## src/rtl/req_capture_seq_pkg.sv

```systemverilog
// Shared definitions for the request capture sequencer: FSM state encoding
// and the default request-line count / index width.
package req_capture_seq_pkg;

  localparam int DEF_N_REQ = 16;
  localparam int DEF_IDX_W = 4;

  typedef enum logic [0:0] {
    IDLE  = 1'b0,
    OFFER = 1'b1
  } state_e;

endpackage

```

## src/rtl/pri_pick_16.sv

```systemverilog
// Combinational priority picker: index of the highest set bit of a 16-bit
// vector (bit 15 wins), plus a flag telling whether any bit is set.
// When no bit is set the index reads 0 and any_set is low.
module pri_pick_16 (
  input  logic [15:0] vec,
  output logic [3:0]  idx,
  output logic        any_set
);

  // Scan upward so the highest set bit is the last one to write idx.
  always_comb begin
    idx = 4'd0;
    for (int i = 0; i < 16; i++) begin
      if (vec[i]) idx = 4'(i);
    end
  end

  assign any_set = |vec;

endmodule

```

## src/rtl/req_capture_seq.sv

```systemverilog
// Request capture sequencer: detects rising edges on level request lines,
// holds them as pending, and offers them one at a time (highest index first)
// on a valid/ready output port. Lost re-requests are logged as sticky
// overflow flags.
//
// Output handshake: out_valid is high only in OFFER. While out_valid is high
// bin_out is held stable. A transfer happens on a rising clock edge where
// out_valid and out_ready are both high; that edge clears the serviced
// pending bit and returns the FSM to IDLE for at least one cycle.
module req_capture_seq
  import req_capture_seq_pkg::*;
#(
  parameter int N_REQ = DEF_N_REQ,
  parameter int IDX_W = DEF_IDX_W
) (
  input  logic             clk,
  input  logic             rst,
  input  logic [N_REQ-1:0] bin_in,
  input  logic             en,
  input  logic             out_ready,
  output logic             out_valid,
  output logic [IDX_W-1:0] bin_out,
  output logic [N_REQ-1:0] pending,
  input  logic             ovf_clr,
  output logic [N_REQ-1:0] overflow,
  output logic [0:0]       state_dbg
);

  localparam logic [0:0]       S_IDLE  = IDLE;
  localparam logic [0:0]       S_OFFER = OFFER;
  localparam logic [N_REQ-1:0] ONE     = {{(N_REQ-1){1'b0}}, 1'b1};

  logic [0:0]       state;
  logic [N_REQ-1:0] prev;
  logic [N_REQ-1:0] rise;
  logic [N_REQ-1:0] clr;
  logic [N_REQ-1:0] ovf_set;
  logic [IDX_W-1:0] pick_idx;
  logic             any_set;
  logic             hs;

  pri_pick_16 u_pick (
    .vec     (pending),
    .idx     (pick_idx),
    .any_set (any_set)
  );

  assign out_valid = (state == S_OFFER);
  assign hs        = out_valid & out_ready;
  assign state_dbg = state;

  // prev resets to all ones so lines already high at reset release never
  // look like a fresh edge.
  assign rise    = bin_in & ~prev;
  assign clr     = hs ? (ONE << bin_out) : '0;
  // A re-request on a line that is being acknowledged this cycle is a
  // legitimate new request, not a loss.
  assign ovf_set = rise & pending & ~clr;

  // Edge capture, pending set/clear (set wins) and sticky overflow flags
  // (a new overflow wins over ovf_clr).
  always_ff @(posedge clk) begin
    if (rst) begin
      prev     <= '1;
      pending  <= '0;
      overflow <= '0;
    end else begin
      prev     <= bin_in;
      pending  <= (pending & ~clr) | rise;
      overflow <= (ovf_clr ? '0 : overflow) | ovf_set;
    end
  end

  // Offer FSM: latch the highest pending index on entry to OFFER and hold it
  // until the handshake; bin_out keeps its last value while idle.
  always_ff @(posedge clk) begin
    if (rst) begin
      state   <= S_IDLE;
      bin_out <= '0;
    end else begin
      case (state)
        S_IDLE: begin
          if (en && any_set) begin
            state   <= S_OFFER;
            bin_out <= pick_idx;
          end
        end
        S_OFFER: begin
          if (out_ready) state <= S_IDLE;
        end
        default: state <= S_IDLE;
      endcase
    end
  end

endmodule

```

## config.mk

```make
export PLATFORM = sky130hd
export DESIGN_NAME = req_capture_seq
export DESIGN_NICKNAME = d
export VERILOG_FILES = /design/src/rtl/req_capture_seq_pkg.sv /design/src/rtl/pri_pick_16.sv /design/src/rtl/req_capture_seq.sv
export SDC_FILE = /design/constraint.sdc
export NUM_CORES = 1
export LEC_CHECK = 0
export CAP_MARGIN = 0
export CORE_ASPECT_RATIO = 0.5
export CORE_MARGIN = 2
export CORE_UTILIZATION = 47
export DETAILED_ROUTE_END_ITERATION = 8
export GPL_TIMING_DRIVEN = 0
export PLACE_DENSITY_LB_ADDON = 0.08
export SETUP_SLACK_MARGIN = 0.1
export SYNTH_ARGS = -nofsm -noshare
export SYNTH_HDL_FRONTEND = slang
export SYNTH_SLANG_ARGS = --single-unit
```

## constraint.sdc

```tcl
create_clock -name clk -period 1.9 [get_ports clk]
set_clock_uncertainty 0.2 [all_clocks]
set_input_delay 0.38 -clock clk [delete_from_list [all_inputs] [get_ports clk]]
set_output_delay 0.38 -clock clk [all_outputs]
set_load 0.01 [all_outputs]
```

==> results.py, run 1 <==
metrics = {
    "pwr": {
        "p_leak_nw": 1.251,
        "powerDensity_nw_per_um2": 770.9,
        "ir_drop_uv": 332.9,
    },
    "logic_synthesis": {
        "syn_inst": 205,
        "synth_area_um2": 2054,
        "synth_cell_types": 31,
        "synth.avg_cell_area_um2": 10.02,
        "yosysSeqAreaShare": 0.5164,
        "synth_warnings": 0,
        "ys_ff_latch": 53,
        "synth_fp_nets": 226,
    },
    "timing": {
        "drv_slew": 0,
        "fmax_ghz": 0.5712,
        "worst_hold_slack_ns": 0.3202,
        "period_minus_slack_ns": 1.751,
        "relSlewSlack": 0.7232,
        "rsz0062_at_grt": "false",
        "fin_crit_sh": 0.9213,
        "hold_viol_final": 0,
        "worst_slew_pin_slew_ns": 0.4100,
        "fin_ws_ns": 0.1494,
        "tns_ns": 0,
        "setup_viol": 0,
    },
    "cts": {
        "clock-sinks": 53,
        "cts_buffers": 5,
        "cts_max_path_buffers": 2,
        "h-tree-depth": 2,
        "clk_latency_ns": 0.30,
        "clk_pin_slew_worst_paths_ns": 0.08,
        "cts_tree": "done",
        "cts_root_buffer": "clkbuf_8",
    },
    "final_layout": {
        "layout_commonest_cell": "dfxtp_1",
        "multi_input_area_um2": 940.9,
        "fillers": 344,
        "drive_gt1_frac": 0.2657,
        "regArea_um2": 1089,
        "final_core_util": 0.6999,
        "antennaDiodeCount": 0,
        "layout_common_cells": "37 x dfxtp_1, 27 x clkdlybuf4s50_1, 21 x nand2b_1, 21 x dlygate4sd2_1",
        "layout.nets": 292,
        "syn2layout_area_growth_pct": 37.76,
        "design_area_um2": 2830,
    },
    "outcome": {
        "status": "complete, no violations",
    },
    "worst_setup_path": {
        "arrival_ns": 1.17,
        "crit_fanout": 2,
        "endpoint": "overflow[2]",
        "cp_top_family": "buffers and inverters",
        "required_ns": 1.32,
        "path_cells": "clkdlybuf4s50_1",
        "cp-startpoint": "overflow[2]$_SDFF_PP0_",
        "rr_worst_depth": 4,
        "endpoint_kind": "output pin",
        "crit_slowest_cell": "clkdlybuf4s50_1",
        "reg2reg_to": "bin_out[0]$_SDFFE_PP0P_",
        "cp-start-kind": "flop",
        "path_depth": 1,
        "cp_slowest_stage_delay_ns": 0.53,
        "crit_buf_inv": 1,
        "r2r_start": "pending[3]$_SDFF_PP0_",
        "rrSetupSlack_ns": 0.18,
        "crit_type": "reg -> out",
    },
    "drt": {
        "drtIter0Drc": 68,
        "vias": 1768,
        "wire_per_inst_um": 16.05,
        "routed_wl_um": 5216,
        "ant_nets": 0,
        "drc_errors": 0,
        "first_pass_iters": 4,
        "via_per_inst": 5.440,
    },
    "global_route": {
        "grt_pass1_wl_um": 8638,
        "antenna_found_initial": 0,
        "grt_usage": 0.2253,
        "grt.overflow.total": 0,
        "grt_max_degree": 15,
        "grt_pass1_vias": 1736,
    },
    "floorplanning": {
        "die_area_um2": 4948,
        "rows": 16,
        "die_x_um": 97.50,
        "num_io_pins": 59,
        "coreArea_um2": 4044,
        "initial_core_util": 0.5080,
        "die_h_um": 50.75,
    },
    "job": {
        "drv_cap": 0,
    },
    "placement": {
        "hpwl_um": 3852,
        "io_buffers": 58,
        "gp_congestion": 0.8422,
        "place_ws_ns": -0.3873,
        "dpl_cell_area_um2": 2703,
    },
    "worst_hold_path": {
        "holdCritPathClass": "reg -> reg",
    },
}
stage by stage:
stage | instances | total power [mW]
2_1_floorplan | 205 | 1.409
3_3_place_gp | 317 | 1.579
3_5_place_dp | 317 | 1.591
4_1_cts | 324 | 2.189
5_1_grt | 325 | 2.294
6_report | 325 | 2.182
layout make-up:
cell class,count,share of cell area
well taps,54,0.02387
repair buffers,59,0.2073
clock buffers,7,0.03050
multi-input cells,139,0.3324
plain buffers,9,0.01592
inverters,4,0.005305
flip-flops and latches,53,0.3846
state kept, by name (all words and copies together) (netlist names):
name	count
prev	16
bin_out	4
out_valid	1
overflow	16
pending	16
cells by family (layout without fill, tap and decap cells):
kind of cell / after synthesis / in the layout / share of synthesized area
flip-flops: 53 / 53 / 0.5164
AO/OA/AOI/OAI: 58 / 58 / 0.1797
AND/OR/NAND/NOR: 81 / 81 / 0.2783
buffers and inverters: 13 / 79 / 0.02558
power by group:
part / internal [mW] / switching [mW]
combinational: 0.168 / 0.165
sequential: 1.17 / 0.0543
clock: 0.290 / 0.338
layer usage:
metal	global-route usage	vias up	wire, um
li1	-	868	-
met1	0.2987	832	2374
met2	0.3437	66	2305
met3	0.08774	2	524
met4	0.06481	0	12
met5	0	-	0
Yosys cell counts:
master	n	area share
dfxtp_1	53	0.52
nand2b_1	21	0.064
a21oi_1	17	0.041
o21ai_0	17	0.041
or2_2	17	0.052
o31ai_1	16	0.058
or3b_2	16	0.068
nor2_1	10	0.018
clkbuf_1	8	0.015
inv_1	3	0.0055
a311oi_1	2	0.0085
and3_1	2	0.0061
nand2_1	2	0.0037
nand4b_1	2	0.0085
nor3_2	2	0.0097
nor4_4	2	0.021
a2111oi_2	1	0.0073
a211oi_1	1	0.0037
a221oi_1	1	0.0043
a41oi_2	1	0.0079
buf_4	1	0.0037
inv_2	1	0.0018
nand4_1	1	0.0030
nor3b_1	1	0.0037
nor4_1	1	0.0030
nor4_2	1	0.0061
nor4b_1	1	0.0043
o21ai_1	1	0.0024
o311ai_0	1	0.0043
or3_1	1	0.0030
or4_2	1	0.0043
worst min-delay path by stage:
stage | to | slack, ns | from | cells past startpoint
floorplan | prev[0]$_SDFF_PP1_ | 0.29 | bin_in[0] | 1
global placement | overflow[8]$_SDFF_PP0_ | 0.30 | prev[8]$_SDFF_PP1_ | 2
detailed placement | overflow[4]$_SDFF_PP0_ | 0.31 | prev[4]$_SDFF_PP1_ | 2
CTS | pending[4]$_SDFF_PP0_ | 0.32 | prev[4]$_SDFF_PP1_ | 2
global route | overflow[4]$_SDFF_PP0_ | 0.35 | prev[4]$_SDFF_PP1_ | 2
finish | pending[8]$_SDFF_PP0_ | 0.32 | prev[8]$_SDFF_PP1_ | 2
timing repair:
item | in CTS | in global routing
hold endpoints to repair | 0 | 0
cloned | 0 | 0
pin swaps | 0 | 1
setup buffers | 0 | 1
hold buffers | 0 | 0
endpoints found under the setup margin | 62 | 38
resized for setup | 44 | 18
No activity file was read; power rests on OpenSTA's default activity.
==> run 2: changes to the inputs <==
Settings changed: CTS_BUF_LIST set to sky130_fd_sc_hd__clkbuf_16, SLEW_MARGIN set to 20.
==> results.py, run 2 (synthesized netlist as in run 1, its figures left out) <==
metrics = {
    "pwr": {
        "p_leak_nw": 1.180,
        "ir_drop_uv": 399.6,
        "total_power_mw": 2.412,
        "powerDensity_nw_per_um2": 835.8,
    },
    "drt": {
        "wire_per_inst_um": 16.68,
        "drtIter0Drc": 73,
        "via_per_inst": 5.548,
        "drc_errors": 0,
        "first_pass_iters": 4,
        "vias": 1803,
        "ant_nets": 0,
        "routed_wl_um": 5421,
    },
    "global_route": {
        "grt_busiest_layer": "met2",
        "grt_use_met2": 0.3402,
        "antenna_found_initial": 0,
        "met3_usage": 0.08496,
        "grt.overflow.total": 0,
        "grt_pass1_wl_um": 8652,
        "grt_max_degree": 15,
        "grt_use_met1": 0.3015,
        "grt_pass1_vias": 1746,
        "grt_usage": 0.2250,
    },
    "final_layout": {
        "layout_commonest_cell": "dfxtp_1",
        "drive_gt1_frac": 0.2657,
        "final_core_util": 0.7135,
        "layout.nets": 292,
        "antennaDiodeCount": 0,
        "top_regs": "overflow: 16 flops, pending: 16 flops, prev: 16 flops",
        "syn2layout_area_growth_pct": 40.44,
        "layout_common_cells": "39 x dfxtp_1, 38 x clkdlybuf4s50_1, 21 x nand2b_1, 17 x or2_2, 17 x a21oi_1",
    },
    "cts": {
        "clock-sinks": 53,
        "cts_buffers": 5,
        "clk_latency_ns": 0.28,
        "cts_max_path_buffers": 2,
        "clk_pin_slew_worst_paths_ns": 0.06,
        "cts_root_buffer": "clkbuf_16",
        "cts_tree": "done",
        "h-tree-depth": 2,
    },
    "timing": {
        "setup_viol": 0,
        "fin_crit_sh": 0.9384,
        "fmax_ghz": 0.5609,
        "worst_hold_slack_ns": 0.3178,
        "rsz0062_at_grt": "true",
        "period_minus_slack_ns": 1.783,
        "worst_slew_pin_slew_ns": 0.3989,
        "drv_slew": 0,
        "relSlewSlack": 0.7307,
        "hold_viol_final": 0,
        "tns_ns": 0,
    },
    "worst_setup_path": {
        "crit_slowest_cell": "clkdlybuf4s50_1",
        "endpoint_kind": "flop",
        "crit_type": "in -> reg",
        "cp_slowest_stage_delay_ns": 0.56,
        "crit_fanout": 5,
        "cp-startpoint": "out_ready",
        "arrival_ns": 1.74,
        "cp_top_family": "buffers and inverters",
        "r2r_start": "pending[3]$_SDFF_PP0_",
        "path_cells": "clkdlybuf4s50_1 > nand2_1 > or3_1 > o21ai_1 > o31ai_1",
        "crit_buf_inv": 1,
        "required_ns": 1.86,
        "cp-start-kind": "primary input",
    },
    "outcome": {
        "status": "complete, no violations",
    },
    "floorplanning": {
        "rows": 16,
        "die_h_um": 50.75,
        "coreArea_um2": 4044,
        "num_io_pins": 59,
        "die_area_um2": 4948,
        "initial_core_util": 0.5080,
        "die_x_um": 97.50,
    },
    "worst_hold_path": {
        "holdCritPathClass": "reg -> reg",
        "holdCritStartpoint": "prev[8]$_SDFF_PP1_",
    },
    "placement": {
        "io_buffers": 58,
        "hpwl_um": 3852,
        "gp_congestion": 0.8422,
    },
    "job": {
        "drv_cap": 0,
    },
}
==> run 2: changes by cell type in the layout (fill, tap and decap cells not counted), moves of 2 or more <==
| cell | before | now |
|---|---|---|
| dlygate4sd2_1 | 21 | 13 |
| dfxtp_2 | 13 | 11 |
| clkdlybuf4s50_1 | 27 | 38 |
| dfxtp_1 | 37 | 39 |
| clkbuf_8 | 6 | 0 |
| o21ai_2 | 0 | 2 |
| clkbuf_16 | 0 | 5 |
| clkbuf_1 | 3 | 1 |
| o21ai_1 | 5 | 3 |
| dlymetal6s2s_1 | 10 | 7 |
==> run 2: report_power, final <==
part           switching, mW  internal [mW]  leakage (nW)
Combinational          0.172          0.176         0.669
Clock                  0.367          0.472        0.0685
Sequential            0.0567           1.17         0.442
Total                  0.596           1.82          1.18
==> run 2: final timing paths <==
| path | to | slack, ns | depth (start not counted) |
|---|---|---|---|
| worst max register to register | bin_out[0]$_SDFFE_PP0P_ | 0.18 | 4 |
| worst min register to register | pending[8]$_SDFF_PP0_ | 0.32 | 2 |
| worst max-delay path | overflow[2]$_SDFF_PP0_ | 0.12 | 5 |
| worst min-delay path | pending[8]$_SDFF_PP0_ | 0.32 | 2 |
==> run 2: layout make-up <==
cell class              count  area (um^2)
well taps                  54        67.56
clock inverters             2        7.507
multi-input cells         139        948.4
repair buffers             59        589.3
flip-flops and latches     53         1086
inverters                   4        15.01
fillers                   330         1159
clock buffers               5        125.1
plain buffers               9        46.29
==> run 2: tightest hold or removal path, delay by kind of cell, from the launching register on <==
kind            cells  cell delay [ns]
compound gates      1             0.06
flops               1             0.30
simple gates        1             0.11
==> run 2: stage by stage <==
| stage | cell area, um^2 | instances | worst slack, ns |
|---|---|---|---|
| final | 2885 | 325 | 0.1171 |
| after global routing | 2885 | 325 | 0.07112 |
| after CTS | 2846 | 324 | 0.01788 |
| after detailed placement | 2703 | 317 | -0.3873 |
| after global placement | 2703 | 317 | -0.3276 |
| after floorplan | 2054 | 205 | 0.3068 |
==> run 2: per-layer routing <==
metal	routed length, um	vias up
met1	2486	867
li1	-	870
met5	0	-
met4	12	0
met2	2456	64
met3	465	2
==> run 2: what timing repair did <==
action / in CTS / in global routing
pin swaps: 0 / 1
gates resized for setup: 35 / 18
hold buffers: 0 / 0
setup endpoints to repair: 61 / 47
buffers inserted: 0 / 1
